`src/rtl/data_loader_pkg.sv`:
```
// Shared definitions for the data loader controller: state encoding and
// default pass geometry.
package data_loader_pkg;

  typedef enum logic [2:0] {
    ST_IDLE    = 3'd0,
    ST_INIT    = 3'd1,
    ST_LOAD    = 3'd2,
    ST_RD_INIT = 3'd3,
    ST_READ    = 3'd4,
    ST_FIN     = 3'd5
  } state_t;

  localparam int N_SAMPLES_DEF = 150;
  localparam int N_PASSES_DEF  = 4;

endpackage

```
`src/rtl/data_loader_ctrl.sv`:
```
// Data loader controller: fills the x/y sample memories from an upstream
// valid/ready stream, then streams them back out through a downstream
// valid/ready port. The datapath owns the sample counter; this block only
// clears it (init_cn), advances it (count_en) and watches its terminal flag (co).
// Optional build macro DL_MULTI_PASS_EN: repeat the read pass N_PASSES times.
//
// state      | meaning
// -----------+------------------------------------------------------
// ST_IDLE    | waiting for start, all outputs low
// ST_INIT    | clear datapath counter before loading
// ST_LOAD    | accept upstream samples, write x/y, advance counter
// ST_RD_INIT | clear datapath counter before a read pass
// ST_READ    | present x/y downstream, advance counter on handshake
// ST_FIN     | one-cycle done pulse, then back to idle
module data_loader_ctrl
  import data_loader_pkg::*;
#(
  parameter int N_SAMPLES = N_SAMPLES_DEF,
  parameter int N_PASSES  = N_PASSES_DEF
) (
  input  logic clk,
  input  logic rst,
  input  logic start,
  input  logic in_valid,
  output logic in_ready,
  output logic out_valid,
  input  logic out_ready,
  input  logic co,
  output logic init_cn,
  output logic count_en,
  output logic x_write,
  output logic y_write,
  output logic x_read,
  output logic y_read,
  output logic busy,
  output logic done
);

  // The terminal index is decoded in the datapath (co), so the sample count
  // only needs to be sane here.
  if (N_SAMPLES < 2 || N_PASSES < 1) begin : g_param_check
    $error("data_loader_ctrl: N_SAMPLES must be >= 2 and N_PASSES >= 1");
  end

  state_t state;
  logic   last_pass;

`ifdef DL_MULTI_PASS_EN
  localparam int PW = (N_PASSES > 1) ? $clog2(N_PASSES) : 1;
  logic [PW-1:0] pass_cnt;

  // Count completed read passes; restart the count at the beginning of a run.
  always_ff @(posedge clk or negedge rst) begin
    if (!rst) begin
      pass_cnt <= '0;
    end else if (state == ST_INIT) begin
      pass_cnt <= '0;
    end else if (state == ST_READ && out_ready && co && !last_pass) begin
      pass_cnt <= pass_cnt + 1'b1;
    end
  end

  assign last_pass = (pass_cnt == PW'(N_PASSES - 1));
`else
  assign last_pass = 1'b1;
`endif

  // State register: load once, read one or more passes, pulse done.
  always_ff @(posedge clk or negedge rst) begin
    if (!rst) begin
      state <= ST_IDLE;
    end else begin
      case (state)
        ST_IDLE:    if (start) state <= ST_INIT;
        ST_INIT:    state <= ST_LOAD;
        ST_LOAD:    if (in_valid && co) state <= ST_RD_INIT;
        ST_RD_INIT: state <= ST_READ;
        ST_READ:    if (out_ready && co) state <= last_pass ? ST_FIN : ST_RD_INIT;
        ST_FIN:     state <= ST_IDLE;
        default:    state <= ST_IDLE;
      endcase
    end
  end

  // Output decode; write/read strobes follow the handshake inputs in the same
  // cycle so the counter and memories move only on accepted beats.
  always_comb begin
    in_ready  = 1'b0;
    out_valid = 1'b0;
    init_cn   = 1'b0;
    count_en  = 1'b0;
    x_write   = 1'b0;
    y_write   = 1'b0;
    x_read    = 1'b0;
    y_read    = 1'b0;
    busy      = 1'b0;
    done      = 1'b0;
    case (state)
      ST_INIT: begin
        init_cn = 1'b1;
        busy    = 1'b1;
      end
      ST_LOAD: begin
        in_ready = 1'b1;
        x_write  = in_valid;
        y_write  = in_valid;
        count_en = in_valid;
        busy     = 1'b1;
      end
      ST_RD_INIT: begin
        init_cn = 1'b1;
        busy    = 1'b1;
      end
      ST_READ: begin
        out_valid = 1'b1;
        x_read    = 1'b1;
        y_read    = 1'b1;
        count_en  = out_ready;
        busy      = 1'b1;
      end
      ST_FIN: begin
        done = 1'b1;
      end
      default: ;
    endcase
  end

endmodule

```
`config.mk`:
```
export PLATFORM = sky130hd
export DESIGN_NAME = data_loader_ctrl
export DESIGN_NICKNAME = d
export VERILOG_FILES = /design/src/rtl/data_loader_pkg.sv /design/src/rtl/data_loader_ctrl.sv
export SDC_FILE = /design/constraint.sdc
export NUM_CORES = 1
export LEC_CHECK = 0
export ABC_AREA = 1
export BUFFER_PORTS_ARGS = -buffer_cell sky130_fd_sc_hd__buf_2
export CAP_MARGIN = 20
export CELL_PAD_IN_SITES_DETAIL_PLACEMENT = 1
export CELL_PAD_IN_SITES_GLOBAL_PLACEMENT = 2
export CORE_MARGIN = 5
export CORE_UTILIZATION = 17
export DETAILED_ROUTE_END_ITERATION = 8
export PLACE_DENSITY = 0.8
export SLEW_MARGIN = 40
export SYNTH_ARGS = -nofsm -noshare
export SYNTH_HDL_FRONTEND = slang
export SYNTH_SLANG_ARGS = --single-unit
```
`constraint.sdc`:
```
create_clock -name clk -period 1.5 [get_ports clk]
set_input_delay 0.3 -clock clk [delete_from_list [all_inputs] [get_ports clk]]
set_output_delay 0.3 -clock clk [all_outputs]
set_load 0.01 [all_outputs]
```
==> key figures, run 1 <==
Clocking
  – Clock Tree Buf Depth: 2
  – Clock sinks: 3
  – Clk slew on worst S/H paths: 40 ps
  – CTS Buf Count: 3
  – H-tree Lvls: 1
  – CTS tree: done
  – Clk root buf: clkbuf_4
  – Clock Latency Late Sink: 230 ps

Setup path
  – CP top delay family: flip-flops
  – Crit path kind: reg -> out
  – Worst setup SP type: register
  – Critical-path top delay cell: dfrtp_2
  – CP bufs+invs: 1
  – Worst stage delay on the critical path: 440 ps
  – Critical path peak fanout: 5
  – Critical path cell sequence: nor2_2, nand2_2, nor2_1, buf_2
  – Required time worst endpoint: 1200 ps
  – Data arrival, critical path: 1190 ps
  – Element type at the critical path end: output port

Route
  – DR iter-0 viols: 2
  – Drc violations: 0
  – Drt pass-1 iters: 3
  – Final antenna-violating net count: 0
  – Routed len/inst: 10.1 microns
  – Routed vias: 267
  – Vias/cell: 3.81
  – WL final: 710 microns

Final layout
  – Largest regs: state x3
  – Max reg flops: 3
  – Layout cells sized above 1: 60.0%
  – Diodes inserted: 0
  – Biggest register: state
  – Number of fill cells: 180
  – Nets: 62
  – Fin cells: 70
  – Area grow syn2layout: 60.5%

Run status
  – Status: complete, no violations

GRT
  – Gr ovfl total: 0
  – GR Util met3: 4.60%
  – M2 GR Usage: 11.4%
  – GRT Total Usage: 7.77%
  – Initial antenna violation count: 0
  – M1 GR Usage: 9.17%
  – Number of global-route vias before repair: 277
  – GRT Max-Usage Layer: met2
  – Largest net degree at the start of global routing: 6
  – First-pass GRT wire length: 1140 microns

Hold path
  – Hold/Removal Path Class: in -> async

Die
  – Initial Utilization: 17.8%
  – IO Count: 16
  – Die H: 46.9 microns
  – Core box area: 1300 sq um
  – Die area: 2200 sq um
  – Num rows: 13
  – Die outline width: 46.9 microns

Synth
  – Synth unique cells: 12
  – Cells after synthesis: 34
  – Synthesized net count: 40
  – Post-Syn Area: 231 sq um
  – Flops & latches, synth: 3
  – Avg Cell Area, Syn: 6.81 sq um
  – YS warnings: 0
  – Seq/Total Area, Yosys: 32.4%

Place
  – Final Wtd Congestion: 0.661
  – IO buf count: 15
  – Placement Setup Slack: 192 ps
  – Placed Cells: 61
  – Post-DP HPWL: 544 microns

Power and ir drop
  – Static Leak: 0.229 nW
  – Pwr per Cell Area: 2160 nW/um^2
  – Worst vdd ir: 722 uV

Flow run
  – Maxcap violations: 0

STA
  – Fin crit period: 1490 ps
  – Measured slew at the worst slew-check pin: 154 ps
  – Crit share post-route: 99.2%
  – Layout Skew: 3.02 ps
  – Max frequency: 672 MHz
  – Final Max Slew Viols: 0
  – Final setup margin: 11.5 ps
  – Hold slack final: 393 ps
  – Fin Setup TNS: 0 ps
  – RSZ-0062 raised after global routing: true
  – Final setup violation count: 0
  – Headroom to the max-slew limit: 89.7%
  – Final Hold Viols: 0
-- worst register-to-register path, cell delays in order, from the launching register on --
cell     delay (ps)
dfrtp_2         420
nor2_2          150
buf_4           130
nand3_1          90
nand2_1         100
nor2_2           30
-- layout make-up --
cell class	instances	area [sq um]	area share [%]
clock buffer	4	26.3	7.07
inverter	5	18.8	5.05
multi-input combinational	23	115	31.0
sequential	3	77.6	20.9
tap	15	18.8	5.05
timing repair buffer	20	115	31.0
-- cell usage in the layout, fill, tap and decap left out, drive strengths merged --
master,instances
buf,19
nand2,9
nor2,7
inv,5
nand3,4
clkbuf,4
dfrtp,3
o21ai,1
nor3,1
nand4,1
dlygate4sd3,1
-- through the flow --
stage | util (%) | instance area, sq um | total power [mW]
floorplan | - | 231 | 0.451
global placement | 23.3 | 303 | 0.569
detailed placement | 23.3 | 303 | 0.578
CTS | 28.6 | 372 | 0.816
global route | 28.6 | 372 | 0.890
finish | 28.6 | 372 | 0.802
-- cells by family after synthesis --
kind of cell / after synthesis / synth area share (%)
AO/OA/AOI/OAI: 1 / 3.78
buffers and inverters: 8 / 17.8
flip-flops: 3 / 32.4
AND/OR/NAND/NOR: 22 / 45.9
-- routing by layer --
layer / routed length, microns / vias up
met5: 0 / -
met4: 0 / 0
met3: 41 / 0
met2: 376 / 6
met1: 291 / 118
li1: - / 143
-- cells in the mapped netlist, drive strengths merged --
library cell  instances  area (sq um)
nand3                 4          20.0
nand2                 9          41.3
nor2                  7          33.8
nor3                  1          5.00
buf                   3          22.5
dfrtp                 3          75.1
nand4                 1          6.26
o21ai                 1          8.76
inv                   5          18.8
-- power by group --
group	internal [mW]	total (mW)	switching (mW)
logic	0.222	0.489	0.267
registers	0.124	0.172	0.0481
clock network	0.0997	0.141	0.0415
-- path summary, 6_finish.rpt --
check | startpoint | end | slack, ps | cells after the start
max in group asynchronous | rst | state[1] | 990 | 2
worst min-delay path | rst | state[0] | 390 | 2
worst min register to register | state[2] | state[2] | 600 | 2
worst max register to register | state[1] | state[0] | 480 | 5
min in group clk | in_valid | state[0] | 460 | 5
worst max-delay path | state[2] | x_write | 10 | 4
-- what timing repair did --
action	4_1_cts	5_1_grt
setup endpoints to repair	4	4
pin swaps	2	1
resized for setup	2	0
hold buffers	1	0
hold endpoints to repair	3	0
setup buffers	4	0
Note: power is estimated with default switching activity, not from simulation.
==> run 2: changes to the inputs <==
--- a/config.mk
+++ b/config.mk
@@ -10,7 +10,7 @@
 export CAP_MARGIN = 20
 export CELL_PAD_IN_SITES_DETAIL_PLACEMENT = 1
 export CELL_PAD_IN_SITES_GLOBAL_PLACEMENT = 2
-export CORE_MARGIN = 5
+export CORE_MARGIN = 2
 export CORE_UTILIZATION = 17
 export DETAILED_ROUTE_END_ITERATION = 8
 export PLACE_DENSITY = 0.8
==> run 2 against run 1 <==
Net effect: global-route usage is 0.54 points higher; hold slack better by 6.8 ps; core utilization is 2.4 points higher; largest power group unchanged.
==> key figures, run 2 (synthesized netlist as in run 1, its figures left out) <==
GRT
  – Gr ovfl total: 0 (unchanged)
  – Number of global-route vias before repair: 216 (was 277)
  – GRT Total Usage: 8.31% (was 7.77%)
  – Largest net degree at the start of global routing: 7 (was 6)
  – Initial antenna violation count: 0 (unchanged)
  – First-pass GRT wire length: 841 microns (was 1140 microns)

Clocking
  – H-tree Lvls: 1 (unchanged)
  – CTS Buf Count: 3 (unchanged)
  – Clock Latency Late Sink: 230 ps (about the same)
  – Clock Tree Buf Depth: 2 (unchanged)
  – Clock sinks: 3 (unchanged)
  – Clk root buf: clkbuf_4 (unchanged)
  – CTS tree: done (unchanged)
  – Clk slew on worst S/H paths: 40 ps (about the same)

Final layout
  – Most common cell after layout, fill and taps aside: buf_2 (unchanged)
  – Final instance area: 398 sq um (was 372 sq um)
  – Largest regs: state x3 (unchanged)
  – Fin cells: 71 (was 70)
  – Layout cells sized above 1: 64.3% (was 60.0%)
  – Max reg flops: 3 (unchanged)
  – Biggest register: state (unchanged)
  – Nets: 63 (was 62)
  – Commonest non-fill, non-tap cells in the layout: 15 x buf_2, 6 x nand2_1, 5 x buf_4 (was 15 x buf_2, 6 x nand2_1, 4 x nor2_1, 4 x nand3_1, 4 x buf_4)
  – Diodes inserted: 0 (unchanged)
  – Area grow syn2layout: 71.9% (was 60.5%)
  – Final Util: 31.0% (was 28.6%)

STA
  – Measured slew at the worst slew-check pin: 175 ps (was 154 ps)
  – Final Max Slew Viols: 0 (unchanged)
  – RSZ-0062 raised after global routing: true (unchanged)
  – Crit share post-route: 98.4% (was 99.2%)
  – Fin crit period: 1480 ps (was 1490 ps)
  – Hold slack final: 400 ps (was 393 ps)
  – Final setup violation count: 0 (unchanged)
  – Fin Setup TNS: 0 ps (unchanged)
  – Layout Skew: 0.696 ps (was 3.02 ps)
  – Final setup margin: 24.3 ps (was 11.5 ps)
  – Final Hold Viols: 0 (unchanged)
  – Headroom to the max-slew limit: 88.3% (was 89.7%)
  – Max frequency: 678 MHz (was 672 MHz)

Route
  – WL final: 670 microns (was 710 microns)
  – Final antenna-violating net count: 0 (unchanged)
  – Routed len/inst: 9.44 microns (was 10.1 microns)
  – Vias/cell: 3.86 (was 3.81)
  – DR iter-0 viols: 1 (was 2)
  – Drt pass-1 iters: 2 (was 3)
  – Routed vias: 274 (was 267)
  – Drc violations: 0 (unchanged)

Die
  – Num rows: 13 (unchanged)
  – Die H: 40.9 microns (was 46.9 microns)
  – Core box area: 1280 sq um (was 1300 sq um)
  – Initial Utilization: 18.0% (was 17.8%)
  – Die outline width: 40.9 microns (was 46.9 microns)
  – IO Count: 16 (unchanged)
  – Die area: 1670 sq um (was 2200 sq um)

Power and ir drop
  – Sequential share of power: 23.9% (was 21.4%)
  – Int Pwr: 0.481 mW (was 0.445 mW)
  – Static Leak: 0.241 nW (was 0.229 nW)
  – Logic pwr share: 60.3% (was 61.0%)
  – Sw power: 0.392 mW (was 0.357 mW)
  – Pwr per Cell Area: 2190 nW/um^2 (was 2160 nW/um^2)
  – Sw Share: 44.9% (was 44.5%)
  – Worst vdd ir: 815 uV (was 722 uV)
  – Part of the power in the clock network: 15.8% (was 17.6%)
  – Pwr Total: 0.873 mW (was 0.802 mW)

Setup path
  – Element type at the critical path end: output port (unchanged)
  – Critical R2R Launch: state[2] (was state[1])
  – Crit path kind: reg -> out (unchanged)
  – Critical path peak fanout: 6 (was 5)
  – Worst setup SP type: register (unchanged)
  – Required time worst endpoint: 1200 ps (about the same)
  – Crit path from: state[1] (was state[2])
  – Data arrival, critical path: 1180 ps (was 1190 ps)
  – Reg-to-reg critical path endpoint: state[0] (unchanged)
  – FF-to-FF setup slack: 400 ps (was 480 ps)
  – Worst reg2reg path depth: 6 (was 5)

Flow run
  – Maxcap violations: 0 (unchanged)

Place
  – Placement Setup Slack: 200 ps (was 192 ps)
  – IO buf count: 15 (unchanged)
  – Final Wtd Congestion: 0.721 (was 0.661)
  – Post-DP HPWL: 494 microns (was 544 microns)
  – Placed Cells: 61 (unchanged)
  – Placement Cell Area: 303 sq um (unchanged)

Hold path
  – Hold/Removal Path Class: in -> async (unchanged)

Run status
  – Status: complete, no violations (unchanged)
==> run 2: worst max-delay path, stage by stage (launching register included) <==
cell	delay [ps]
dfrtp_2	460
nor2_4	120
nand2_2	80
inv_2	80
nand2_2	50
o21ai_2	40
buf_2	130
==> run 2: power by group through the flow <==
stage / Clock (mW) / Sequential (mW) / Combinational (mW)
3_3_place_gp: 0 / 0.178 / 0.399
2_1_floorplan: 0 / 0.167 / 0.284
3_5_place_dp: 0 / 0.179 / 0.400
5_1_grt: 0.150 / 0.216 / 0.580
4_1_cts: 0.147 / 0.181 / 0.448
6_report: 0.138 / 0.208 / 0.527
==> run 2: worst max-delay path by stage <==
| stage | to | slack, ps | cells past startpoint |
|---|---|---|---|
| 6_report | count_en | 20 | 6 |
| 2_1_floorplan | y_write | 160 | 4 |
| 3_5_place_dp | x_write | 200 | 4 |
| 5_1_grt | count_en | -50 | 6 |
| 3_3_place_gp | busy | 190 | 4 |
| 4_1_cts | count_en | -20 | 6 |
==> run 2: area by class of cell <==
cell class	instances	area (sq um)
Clock buffer	4	26.3
Fill cell	164	887
Inverter	5	18.8
Multi-Input combinational cell	23	133
Sequential cell	3	78.8
Tap cell	15	18.8
Timing Repair Buffer	21	123
==> run 2: timing repair <==
| action | CTS | global route |
|---|---|---|
| hold buffers | 1 | 0 |
| buffers inserted | 2 | 3 |
| setup endpoints to repair | 4 | 5 |
| endpoints found under the hold margin | 3 | 0 |
| pin swaps | 2 | 2 |
| gates cloned | 0 | 0 |
| resized for setup | 1 | 6 |
==> run 2: per-layer routing <==
| metal | global-route usage [%] | part of all wire, % | vias to the layer above |
|---|---|---|---|
| met1 | 8.47 | 39 | 125 |
| met3 | 3.26 | 3.4 | 0 |
| li1 | - | - | 146 |
| met2 | 12.9 | 57 | 3 |
| met5 | 0 | 0 | - |
| met4 | 7.50 | 0 | 0 |
==> run 3: changes to the inputs <==
--- a/config.mk
+++ b/config.mk
@@ -10,10 +10,10 @@
 export CAP_MARGIN = 20
 export CELL_PAD_IN_SITES_DETAIL_PLACEMENT = 1
 export CELL_PAD_IN_SITES_GLOBAL_PLACEMENT = 2
-export CORE_MARGIN = 2
-export CORE_UTILIZATION = 17
+export CORE_AREA = 2 2 39 41
 export DETAILED_ROUTE_END_ITERATION = 8
-export PLACE_DENSITY = 0.8
+export DIE_AREA = 0 0 41 43
+export PLACE_DENSITY = 0.82
 export SLEW_MARGIN = 40
 export SYNTH_ARGS = -nofsm -noshare
 export SYNTH_HDL_FRONTEND = slang
==> constraint.sdc (replaced) <==
create_clock -name clk -period 1.8 [get_ports clk]
set_input_delay 0.36 -clock clk [delete_from_list [all_inputs] [get_ports clk]]
set_output_delay 0.36 -clock clk [all_outputs]
set_load 0.01 [all_outputs]
==> run 3 against run 2 <==
Net effect: clock-buffer cell count did not move; combinational power fell by 39%; non-clock buffer count fell by 5; critical path depth did not move; sequential cell count did not move; register-to-register slack improved by 460 ps; die area rose by 5.4%; via count fell by 5.8%; cell count fell by 5.6%; sequential power fell by 28%; global-route usage rose by 0.24 points; final area fell by 14%; critical path type unchanged; highest routed layer unchanged.
==> key figures, run 3 (synthesized netlist as in run 1, its figures left out) <==
Final layout
  – Area grow syn2layout: 47.0% (was 71.9%)
  – Biggest register: state (unchanged)
  – Nets: 58 (was 63)
  – Largest regs: state x3 (unchanged)
  – Most common cell after layout, fill and taps aside: buf_2 (unchanged)
  – Max reg flops: 3 (unchanged)
  – Commonest non-fill, non-tap cells in the layout: 15 x buf_2, 6 x nand2_1, 4 x nor2_1, 4 x nand3_1 (was 15 x buf_2, 6 x nand2_1, 5 x buf_4)
  – Diodes inserted: 0 (unchanged)
  – Number of fill cells: 181 (was 164)
  – Layout cells sized above 1: 52.9% (was 64.3%)

Route
  – Final antenna-violating net count: 0 (unchanged)
  – Routed len/inst: 8.97 microns (was 9.44 microns)
  – Vias/cell: 3.85 (was 3.86)
  – WL final: 601 microns (was 670 microns)
  – Drt pass-1 iters: 1 (was 2)
  – Routed vias: 258 (was 274)
  – Drc violations: 0 (unchanged)
  – DR iter-0 viols: 0 (was 1)

Setup path
  – Data arrival, critical path: 1250 ps (was 1180 ps)
  – Element type at the critical path end: output port (unchanged)
  – Worst stage delay on the critical path: 450 ps (was 460 ps)
  – Critical R2R Launch: state[2] (unchanged)
  – Critical path peak fanout: 6 (unchanged)
  – Critical path cell sequence: nor2_2, nand2_2, inv_2, nand2_2, o21ai_2, buf_2 (was nor2_4, nand2_2, inv_2, nand2_2, o21ai_2, buf_2)
  – Critical-path top delay cell: dfrtp_1 (was dfrtp_2)
  – Required time worst endpoint: 1440 ps (was 1200 ps)
  – Worst reg2reg path depth: 4 (was 6)
  – Worst setup SP type: register (unchanged)
  – FF-to-FF setup slack: 860 ps (was 400 ps)
  – Crit path kind: reg -> out (unchanged)
  – Cell repeated most along the worst path: nand2_2 (unchanged)
  – Reg-to-reg critical path endpoint: state[0] (unchanged)

Clocking
  – Clock Tree Buf Depth: 2 (unchanged)
  – Clock sinks: 3 (unchanged)
  – Clock Latency Late Sink: 240 ps (was 230 ps)
  – Clk root buf: clkbuf_4 (unchanged)
  – Clk slew on worst S/H paths: 40 ps (about the same)
  – CTS Buf Count: 3 (unchanged)
  – CTS tree: done (unchanged)
  – H-tree Lvls: 1 (unchanged)
  – Post-CTS resize count: 0 (was 1)

Power and ir drop
  – Pwr Total: 0.592 mW (was 0.873 mW)
  – Worst vdd ir: 672 uV (was 815 uV)
  – Pwr per Cell Area: 1740 nW/um^2 (was 2190 nW/um^2)
  – Static Leak: 0.212 nW (was 0.241 nW)

Die
  – IO Count: 16 (unchanged)
  – Die outline width: 41 microns (was 40.9 microns)
  – Core box area: 1380 sq um (was 1280 sq um)
  – Num rows: 14 (was 13)
  – Die H: 43 microns (was 40.9 microns)
  – Initial Utilization: 16.7% (was 18.0%)
  – Die area: 1760 sq um (was 1670 sq um)

STA
  – Headroom to the max-slew limit: 84.4% (was 88.3%)
  – Max frequency: 622 MHz
  – Final setup margin: 193 ps (was 24.3 ps)
  – Fin crit period: 1610 ps
  – Final setup violation count: 0 (unchanged)
  – Crit share post-route: 89.3%
  – Fin Setup TNS: 0 ps (unchanged)
  – Layout Skew: 3.80 ps (was 0.696 ps)
  – Final Max Slew Viols: 0 (unchanged)
  – Measured slew at the worst slew-check pin: 234 ps (was 175 ps)
  – Final Hold Viols: 0 (unchanged)
  – RSZ-0062 raised after global routing: false (was true)

GRT
  – M1 GR Usage: 9.03% (was 8.47%)
  – Largest net degree at the start of global routing: 7 (unchanged)
  – GR Util met3: 4.71% (was 3.26%)
  – Number of global-route vias before repair: 235 (was 216)
  – First-pass GRT wire length: 959 microns (was 841 microns)
  – GRT Max-Usage Layer: met2 (unchanged)
  – GRT Total Usage: 8.54% (was 8.31%)
  – Initial antenna violation count: 0 (unchanged)
  – M2 GR Usage: 12.2% (was 12.9%)
  – Gr ovfl total: 0 (unchanged)

Flow run
  – Maxcap violations: 0 (unchanged)

Place
  – Post-DP HPWL: 494 microns (about the same)
  – Placement Setup Slack: 429 ps (was 200 ps)
  – Final Wtd Congestion: 0.701 (was 0.721)
  – IO buf count: 15 (unchanged)

Run status
  – Status: complete, no violations (unchanged)

Hold path
  – Hold/Removal Path Class: in -> async (unchanged)
run 3: cell count changes in the layout (fill, tap and decap cells not counted):
cell / delta
nor2_4: -2
buf_4: -5
dfrtp_1: +3
nor2_1: +1
dfrtp_2: -3
nand2_2: +1
nor2_2: +1
nand2_4: -1
run 3: layout make-up:
class,instances,area (sq um),share of cell area (%)
clock buffer,4,26.3,7.72
inverter,5,18.8,5.51
multi-input combinational,23,115,33.8
sequential,3,75.1,22.1
tap,16,20.0,5.88
timing repair buffer,16,85.1,25.0
run 3: per-layer routing:
| metal | share of wire, % | vias up | wire length, microns |
|---|---|---|---|
| met5 | 0 | - | 0 |
| met4 | 0 | 0 | 0 |
| met3 | 3.8 | 0 | 23 |
| li1 | - | 137 | - |
| met2 | 58 | 3 | 346 |
| met1 | 39 | 118 | 232 |
run 3: worst max-delay path by stage:
| stage | endpoint | from | depth (start not counted) |
|---|---|---|---|
| 2_1_floorplan | y_write | state[2] | 4 |
| 3_3_place_gp | count_en | state[1] | 6 |
| 3_5_place_dp | count_en | state[1] | 6 |
| 4_1_cts | count_en | state[1] | 6 |
| 5_1_grt | x_write | state[2] | 4 |
| 6_report | count_en | state[1] | 6 |
run 3: stage by stage:
step	cells	util (%)	area [sq um]	hold slack, ps
2_1_floorplan	34	-	231	64.4
3_3_place_gp	62	22.0	304	156
3_5_place_dp	62	22.0	304	158
4_1_cts	67	24.6	340	436
5_1_grt	67	24.6	340	466
6_report	67	24.6	340	444
run 3: repair_timing:
item / CTS / global route
hold buffers: 1 / 0
endpoints found under the hold margin: 3 / 0
endpoints found under the setup margin: 0 / 0
buffers inserted: 0 / 0
run 3: power by group:
part / leakage [nW] / switching [mW] / internal (mW)
logic: 0.159 / 0.194 / 0.129
registers: 0.0374 / 0.0494 / 0.0992
clock network: 0.0150 / 0.0374 / 0.0832
run 3: worst max-delay path: cells and delay by family, from the launching register on:
kind                   cells  cell delay [ps]
flip-flops                 1              450
AND/OR/NAND/NOR            3              310
buffers and inverters      2              210
AO/OA/AOI/OAI              1               40
